File: src/rtl/mem_arbiter.sv
// Two-requester arbiter in front of a shared single-port memory.
// Grants are combinational (zero latency when uncontended); read data is
// returned to the owner of the read one cycle after its grant.
module mem_arbiter #(
  parameter int unsigned RR = 1
) (
  input  logic        clk,
  input  logic        resetn,
  input  logic [31:0] m0_addr,
  input  logic        m0_rstrb,
  input  logic [3:0]  m0_wmask,
  input  logic [31:0] m0_wdata,
  output logic        m0_gnt,
  output logic        m0_rvalid,
  output logic [31:0] m0_rdata,
  input  logic [31:0] m1_addr,
  input  logic        m1_rstrb,
  input  logic [3:0]  m1_wmask,
  input  logic [31:0] m1_wdata,
  output logic        m1_gnt,
  output logic        m1_rvalid,
  output logic [31:0] m1_rdata,
  output logic [31:0] mem_addr,
  output logic        mem_rstrb,
  output logic [31:0] mem_wdata,
  output logic [3:0]  mem_wmask,
  input  logic [31:0] mem_rdata
);

  typedef enum logic {
    LAST_M0 = 1'b0,
    LAST_M1 = 1'b1
  } last_t;

  typedef enum logic [1:0] {
    RD_NONE = 2'd0,
    RD_M0   = 2'd1,
    RD_M1   = 2'd2
  } rd_t;

  last_t last_q, last_d;
  rd_t   rd_q, rd_d;
  logic  req0, req1;

  // Request decode and grant selection; no grant while in reset.
  always_comb begin
    req0   = m0_rstrb || (m0_wmask != '0);
    req1   = m1_rstrb || (m1_wmask != '0);
    m0_gnt = 1'b0;
    m1_gnt = 1'b0;
    if (resetn) begin
      if (RR != 0) begin
        if (req0 && req1) begin
          m0_gnt = (last_q == LAST_M1);
          m1_gnt = (last_q == LAST_M0);
        end else begin
          m0_gnt = req0;
          m1_gnt = req1;
        end
      end else begin
        m0_gnt = req0;
        m1_gnt = req1 && !req0;
      end
    end
  end

  // Memory-side mux: granted requester forwarded as-is, all zero otherwise.
  always_comb begin
    mem_addr  = '0;
    mem_rstrb = 1'b0;
    mem_wdata = '0;
    mem_wmask = '0;
    if (m0_gnt) begin
      mem_addr  = m0_addr;
      mem_rstrb = m0_rstrb;
      mem_wdata = m0_wdata;
      mem_wmask = m0_wmask;
    end else if (m1_gnt) begin
      mem_addr  = m1_addr;
      mem_rstrb = m1_rstrb;
      mem_wdata = m1_wdata;
      mem_wmask = m1_wmask;
    end
  end

  // Next-state: pointer moves only on a grant; read owner tracked per cycle.
  always_comb begin
    last_d = last_q;
    rd_d   = RD_NONE;
    if (m0_gnt) begin
      last_d = LAST_M0;
      if (m0_rstrb) rd_d = RD_M0;
    end else if (m1_gnt) begin
      last_d = LAST_M1;
      if (m1_rstrb) rd_d = RD_M1;
    end
  end

  // State registers; reset hands the first tie to m0.
  always_ff @(posedge clk) begin
    if (!resetn) begin
      last_q <= LAST_M1;
      rd_q   <= RD_NONE;
    end else begin
      last_q <= last_d;
      rd_q   <= rd_d;
    end
  end

  // Read return; gating with resetn drops a read whose data lands during reset.
  always_comb begin
    m0_rvalid = resetn && (rd_q == RD_M0);
    m1_rvalid = resetn && (rd_q == RD_M1);
    m0_rdata  = m0_rvalid ? mem_rdata : '0;
    m1_rdata  = m1_rvalid ? mem_rdata : '0;
  end

endmodule

File: config.mk
export PLATFORM = sky130hd
export DESIGN_NAME = mem_arbiter
export DESIGN_NICKNAME = d
export VERILOG_FILES = /design/src/rtl/mem_arbiter.sv
export SDC_FILE = /design/constraint.sdc
export NUM_CORES = 1
export LEC_CHECK = 0
export CAP_MARGIN = 20
export CORE_AREA = 2 2 119 121
export DETAILED_ROUTE_END_ITERATION = 10
export DIE_AREA = 0 0 121 123
export MAX_ROUTING_LAYER = met4
export PLACE_DENSITY = 0.62
export RECOVER_POWER = 50
export SETUP_SLACK_MARGIN = 0.15
export SLEW_MARGIN = 5
export SYNTH_ARGS = -nofsm -noshare
export SYNTH_HDL_FRONTEND = slang
export SYNTH_SLANG_ARGS = --single-unit
File: constraint.sdc
create_clock -name clk -period 5.3 [get_ports clk]
set_clock_uncertainty 0.2 [all_clocks]
set_input_delay 0.53 -clock clk [delete_from_list [all_inputs] [get_ports clk]]
set_output_delay 0.53 -clock clk [all_outputs]
set_load 0.02 [all_outputs]
======== Word level (Yosys, flattened, before mapping) ========
Index checks and enable logic that the tools add are counted.
word-level totals
  register bits after elaboration ......... 3
  input port bits ......................... 172
  output and inout port bits .............. 137
  logic and storage cells ................. 33
operators by class
  eq/ne operators ......................... 2
  muxes and demuxes ....................... 20
  bitwise operators ....................... 1
  reduce and logical (&&, ||, !) cells .... 8
operators by type and width
  cell                number
  $mux 32             6
  $mux 1              9
  $mux 4              2
  $reduce_bool 4->1   2
  $mux 2              3
  $logic_and 1x1->1   3
  $eq 2x1->1 const B  1
  $eq 2x2->1 const B  1
  $logic_or 1x1->1    2
  $reduce_bool 2->1   1
  $not 1->1           1

======== Logic depth before layout (Yosys ltp) ========
Gate-level depths: netlist of the first run.
  depth in word-level cells ............... 7
  mapped depth ............................ 6
  depth with buffers taken out ............ 4

======== Worst setup path after synthesis of the first run ========
OpenSTA, ideal clock, no wires.
  path kind ............................... input port to output port
  start ................................... input port m1_wmask[1]
  end ..................................... output port mem_addr[20]
  data arrival time ....................... 2.002 ns
  data required time ...................... 4.570 ns
  setup slack ............................. 2.568 ns
  stages on the path ...................... 6
  buffers on the path ..................... 2
  cell sequence ........................... or4_4 -> o21bai_4 -> o21ai_1 -> buf_2 -> buf_6 -> o22ai_1
between the ends
  longest elaborated chain between the ends .. 7
  elaborated cells on any way between the ends .. 9
  those cells by class .................... mux: 6; reduce/logical: 3
RTL lines
  what                   line  RTL
  start: declaration     18    input logic [3:0] m1_wmask,
  $reduce_bool 4->1 (*)  48    req1 = m1_rstrb || (m1_wmask != '0);
  $logic_or 1x1->1 (*)   48
  $logic_and 1x1->1      53    if (req0 && req1) begin
  $mux 1                 53
  $mux 1                 51    if (resetn) begin
  $mux 32                78    end else if (m1_gnt) begin
  $mux 32 (*)            73    if (m0_gnt) begin
  end: declaration       23    output logic [31:0] mem_addr,
Mark *: on every way between the ends. The rest lies on a longest branch, timed or not.

======== Worst setup path after layout of the first run ========
  start ................................... input port resetn
  end ..................................... output port m0_rdata[22]
between the ends
  longest elaborated chain between the ends .. 2
RTL lines
  what                line  RTL
  start: declaration  8     input logic resetn,
  $logic_and 1x1->1   112   m0_rvalid = resetn && (rd_q == RD_M0);
  $mux 32             114   m0_rdata = m0_rvalid ? mem_rdata : '0;
  end: declaration    15    output logic [31:0] m0_rdata,
No other way between the ends.

==> impl_metrics.csv, run 1 <==
group,metric,value,unit
synthesis,synthCells,327,
timing,slew_violations,0,
setup_path,required,4.57,ns
floorplanning,ioPinCount,309,
synthesis,ys_warn_count,0,
synthesis,syn_nets,499,
flow_run,maxCapViolations,0,
detailed_routing,first_iter_violations,85,
detailed_routing,wl_per_cell,14.3,µm
floorplanning,die_area,14900,µm²
power_and_ir_drop,p_leak,2.17,nW
global_route,grt.met3_usage,0.0203,
timing,fmax,231,MHz
detailed_routing,drtAntennaViolNets,0,
global_route,gr-max-usage-layer,"met2",
cells_and_area,final_cell_mix,"clkdlybuf4s50_1 (245), nand2_1 (130), and2_1 (63)",
cells_and_area,drive_above_1_share,0.106,
synthesis,synth.mux.area_fraction,0,
timing,hold_slack,0.326,ns
setup_path,end_kind,"primary output",
timing,fin_crit_sh,0.817,
setup_path,path_class,"in -> out",
detailed_routing,drt_first_pass_iters,4,
timing,min_period,4.33,ns
timing,relSlewSlack,0.00256,
synthesis,synth_compound_gate_area_share,0.392,
synthesis,avgSynthCellArea,6.26,µm²
timing,setup_viol,0,
timing,tns,0,ns
global_route,grt_pass1_wl,16800,µm
cells_and_area,fill_cells,1400,
setup_path,critPathSlowestCell,"clkbuf_2",
clock_network,cts_num_sinks,3,
floorplanning,fp.coreArea,13600,µm²
floorplanning,rows,43,
global_route,grt_max_degree,82,
global_route,grtUsageTotal,0.142,
setup_path,slowest_delay,1.05,ns
setup_path,cp.arrival,3.60,ns
floorplanning,die_x,121,µm
cells_and_area,final_common_cell,"clkdlybuf4s50_1",
detailed_routing,vias,3335,
clock_network,cts_made_buffers,3,
synthesis,synth-seq-cells,3,
clock_network,cts_tree,"built",
global_route,grt_use_met2,0.291,
worst_hold_path,worstHoldStart,"last_q",
global_route,grt_overflow_total,0,
worst_hold_path,min_path_cells,2,
placed_design,portBuffers,308,
clock_network,clkLatencyLatePin,0.22,ns
clock_network,cts_resized,0,
floorplanning,initial_utilization,0.150,
power_and_ir_drop,power_per_cell_area,116,nW/µm²
timing,worst_pin_slew,1.50,ns
power_and_ir_drop,ir_drop,0.000101,V
clock_network,hold_buffers,0,
clock_network,htreeDepth,1,
cells_and_area,synthToLayoutAreaGrowth,159,%
synthesis,synth.distinct_cells,23,
setup_path,worstReg2RegStart,"last_q",
synthesis,synthSimpleGateAreaFrac,0.478,
setup_path,reg2reg_depth,4,
clock_network,clk_pin_slew,0.03,ns
global_route,grt_pass1_vias,3308,
clock_network,root_buffer,"clkbuf_16",
synthesis,synth_xor_area_frac,0,
setup_path,path_max_fanout,81,
placed_design,dpl.hpwl,9280,µm
global_route,grt_use_met1,0.144,
clock_network,cts_buffer_depth,2,
clock_network,post-cts-setup-buffer-count,0,
synthesis,synth_fa_ha_area_frac,0,
timing,rsz0062_at_grt,"no",
setup_path,crit_path_cell_trace,"clkbuf_2 > nand2_1 > nor2_1 > clkbuf_1 > and2_1 > dlygate4sd3_1",
setup_path,startpoint_type,"input pin",
timing,hold_viol,0,
synthesis,synth_top_family_by_area,"simple AND/OR/NAND/NOR gates",
cells_and_area,fin_nets,784,
setup_path,cp-startpoint,"resetn",
cells_and_area,antenna_cells,0,
run_status,outcome,"finished clean",
worst_hold_path,hold_class,"reg -> reg",
synthesis,ys_seq_area_frac,0.0293,
placed_design,gp_congestion,0.830,
worst_hold_path,hold_end,"last_q",
detailed_routing,routed_wirelength,11300,µm
global_route,grt_antenna_before_repair,0,
detailed_routing,via_per_inst,4.22,
floorplanning,dieHeight,123,µm
setup_path,reg2reg_setup_slack,3.57,ns
synthesis,synth_area,2050,µm²
setup_path,r2r-end,"rd_q[0]",
detailed_routing,drc,0,
where the power goes:
part	internal [W]	switching [W]	total (W)
clock	0.0000993	0.0000208	0.000120
combinational	0.000257	0.000214	0.000471
sequential	0.0000241	0.00000113	0.0000253
total	0.000380	0.000236	0.000616
state kept, by name, indices dropped and copies added (netlist names):
signal  flops
rd_q        2
last_q      1
cell families after synthesis:
kind of cell | Yosys count
flops | 3
buf+inv | 37
compound gates | 76
simple gates | 211
cells in the mapped netlist (all sizes together):
cell type | instances | area share
nor3 | 3 | 0.0073
dfxtp | 3 | 0.029
and3 | 1 | 0.0031
and2 | 64 | 0.20
nand3 | 1 | 0.0024
nand2 | 130 | 0.24
buf | 15 | 0.061
clkbuf | 20 | 0.037
o21ai | 6 | 0.022
o22ai | 64 | 0.35
or4 | 2 | 0.011
nor2 | 9 | 0.016
nor3b | 1 | 0.0037
inv | 2 | 0.0037
a21oi | 5 | 0.012
o21bai | 1 | 0.0092
through the flow:
| step | std cells | worst slack (ns) | total power (W) | util | cell area [µm²] |
|---|---|---|---|---|---|
| floorplan | 327 | 2.57 | 0.000246 | - | 2050 |
| global placement | 787 | 1.39 | 0.000501 | 0.386 | 5260 |
| detailed placement | 787 | 1.29 | 0.000505 | 0.386 | 5260 |
| CTS | 791 | 1.28 | 0.000628 | 0.392 | 5330 |
| global route | 791 | 0.651 | 0.000654 | 0.390 | 5310 |
| finish | 791 | 0.969 | 0.000616 | 0.390 | 5310 |
critical path, delay by kind of cell:
kind,cells,cell delay (ns)
buffers and inverters,3,2.54
and+or+nand+nor,3,0.48
worst max-delay path by stage:
stage | endpoint | slack (ns) | depth (start not counted)
after global placement | mem_addr[3] | 1.39 | 6
after CTS | mem_addr[5] | 1.28 | 6
final | m0_rdata[22] | 0.97 | 6
after floorplan | mem_addr[20] | 2.57 | 6
after global routing | m0_rdata[31] | 0.65 | 6
after detailed placement | mem_addr[5] | 1.29 | 6
layout make-up:
class / count / area, µm² / area share
tap: 180 / 225 / 0.0424
clock buffer: 4 / 78.8 / 0.0148
sequential: 3 / 60.1 / 0.0113
multi-input combinational: 287 / 1790 / 0.337
timing repair buffer: 315 / 3150 / 0.593
inverter: 2 / 7.51 / 0.00141
metal layers:
metal / share of wire / wire [µm]
met2: 0.55 / 6180
met5: 0 / 0
met4: 0.0080 / 90
met1: 0.36 / 4090
met3: 0.083 / 937
Power figures use the tool's default switching activity.
==> inputs of run 2 (changes only) <==
- CORE_AREA: 2 2 119 121 -> 2 2 121 123
- DIE_AREA: 0 0 121 123 -> 0 0 123 125
- PLACE_DENSITY: 0.62 -> 0.6
- clock period: 5.3 -> 4.4 ns (I/O delays scaled with it)
==> impl_metrics.csv, run 2 (synthesis gave the netlist of run 1 again) <==
group,metric,value,unit
clock_network,clkLatencyLatePin,0.22,ns
power_and_ir_drop,ir_drop,0.0000913,V
setup_path,slowest_delay,0.63,ns
cells_and_area,final_cells,795,
cells_and_area,synthToLayoutAreaGrowth,161,%
worst_hold_path,worstHoldStart,"last_q",
setup_path,worst_path_most_repeated_cell,"clkdlybuf4s50_1",
setup_path,cp-endpoint,"mem_addr[30]",
timing,setup_viol,0,
placed_design,portBuffers,308,
clock_network,post-cts-setup-buffer-count,0,
floorplanning,initial_utilization,0.144,
timing,hold_slack,0.336,ns
cells_and_area,regMostFlops,"rd_q",
power_and_ir_drop,p_leak,2.18,nW
clock_network,hold_buffers,0,
detailed_routing,via_per_inst,4.21,
timing,fmax,251,MHz
setup_path,cp.arrival,3.35,ns
clock_network,cts_num_sinks,3,
worst_hold_path,hold_class,"reg -> reg",
floorplanning,dieHeight,125,µm
setup_path,path_class,"in -> out",
cells_and_area,top_regs,"rd_q: 2 flops, last_q: 1 flops",
detailed_routing,routed_wirelength,11300,µm
floorplanning,rows,44,
clock_network,cts_resized,0,
power_and_ir_drop,power_per_cell_area,140,nW/µm²
clock_network,htreeDepth,1,
floorplanning,fp.coreArea,14200,µm²
cells_and_area,final_cell_mix,"clkdlybuf4s50_1 (246), nand2_1 (130), and2_1 (62)",
floorplanning,ioPinCount,309,
placed_design,place_inst,791,
detailed_routing,drt_first_pass_iters,4,
timing,worst_pin_slew,1.18,ns
timing,relSlewSlack,0.211,
setup_path,cp.depth,7,
timing,fin_crit_sh,0.907,
timing,hold_viol,0,
timing,tns,0,ns
detailed_routing,first_iter_violations,67,
global_route,grt_antenna_before_repair,0,
timing,min_period,3.99,ns
global_route,grt_max_degree,106,
run_status,outcome,"finished clean",
setup_path,reg2reg_depth,3,
setup_path,path_max_fanout,46,
clock_network,cts_buffer_depth,2,
detailed_routing,drtAntennaViolNets,0,
clock_network,cts_tree,"built",
detailed_routing,drc,0,
setup_path,end_kind,"primary output",
setup_path,required,3.76,ns
floorplanning,die_x,123,µm
setup_path,cp-startpoint,"m1_wmask[3]",
setup_path,startpoint_type,"input pin",
global_route,grt_overflow_total,0,
global_route,grt_pass1_wl,16500,µm
global_route,grtUsageTotal,0.136,
setup_path,worstReg2RegStart,"last_q",
cells_and_area,fin_util,0.376,
clock_network,cts_made_buffers,3,
timing,slew_violations,0,
setup_path,crit_buf_inv,3,
cells_and_area,largest_reg_flops,2,
setup_path,reg2reg_setup_slack,2.93,ns
cells_and_area,antenna_cells,0,
floorplanning,die_area,15400,µm²
setup_path,critPathSlowestCell,"clkdlybuf4s50_1",
cells_and_area,fin_nets,784,
cells_and_area,drive_above_1_share,0.106,
placed_design,gp_congestion,0.849,
clock_network,root_buffer,"clkbuf_16",
global_route,grt_pass1_vias,3196,
timing,rsz0062_at_grt,"no",
setup_path,r2r-end,"rd_q[0]",
setup_path,crit_path_cell_trace,"clkdlybuf4s50_1 > or4_4 > o21bai_1 > o21ai_4 > buf_12 > o22ai_1 > clkdlybuf4s50_1",
flow_run,maxCapViolations,0,
detailed_routing,wl_per_cell,14.2,µm
detailed_routing,vias,3345,
placed_design,dpl.hpwl,9090,µm
cells_and_area,final_common_cell,"clkdlybuf4s50_1",
clock_network,clk_pin_slew,0.03,ns
setup_path,path_delay_family,"buffers and inverters",
==> run 2: through the flow <==
stage	power, W	setup WS [ns]	cell area, µm²
2_1_floorplan	0.000296	1.85	2050
3_3_place_gp	0.000603	0.331	5270
3_5_place_dp	0.000611	0.596	5290
4_1_cts	0.000761	0.580	5360
5_1_grt	0.000788	0.233	5340
6_report	0.000746	0.409	5340
==> run 2: area by class of cell <==
type	instances	area, µm²
Sequential cell	3	60.1
Multi-Input combinational cell	287	1790
Clock buffer	4	78.8
Tap cell	184	230
Fill cell	1439	8860
Inverter	2	7.51
Timing Repair Buffer	315	3170
==> run 2: power by group <==
| group | switching [W] | internal, W |
|---|---|---|
| sequential | 0.00000150 | 0.0000291 |
| clock | 0.0000245 | 0.000120 |
| combinational | 0.000259 | 0.000312 |
| total | 0.000285 | 0.000461 |
==> run 2: layer usage <==
metal / part of all wire / GRT usage
met2: 0.54 / 0.269
met1: 0.36 / 0.139
met4: 0.010 / 0.0254
met3: 0.084 / 0.0205
met5: 0 / -
==> run 2: worst min path at each step <==
stage / to / slack [ns] / cells past startpoint
2_1_floorplan: last_q / 0.30 / 2
3_3_place_gp: last_q / 0.32 / 2
3_5_place_dp: last_q / 0.34 / 2
4_1_cts: last_q / 0.34 / 2
5_1_grt: last_q / 0.40 / 2
6_report: last_q / 0.34 / 2
==> run 2: tightest hold or removal path, delay by kind of cell, from the launching register on <==
family / cells / cell delay (ns)
flops: 1 / 0.34
simple gates: 2 / 0.14
==> inputs of run 3 (changes only) <==
- HOLD_SLACK_MARGIN: not set -> 0.02
==> results of run 3 <==
The final DEF is identical to that of run 2; final timing and power are the same.
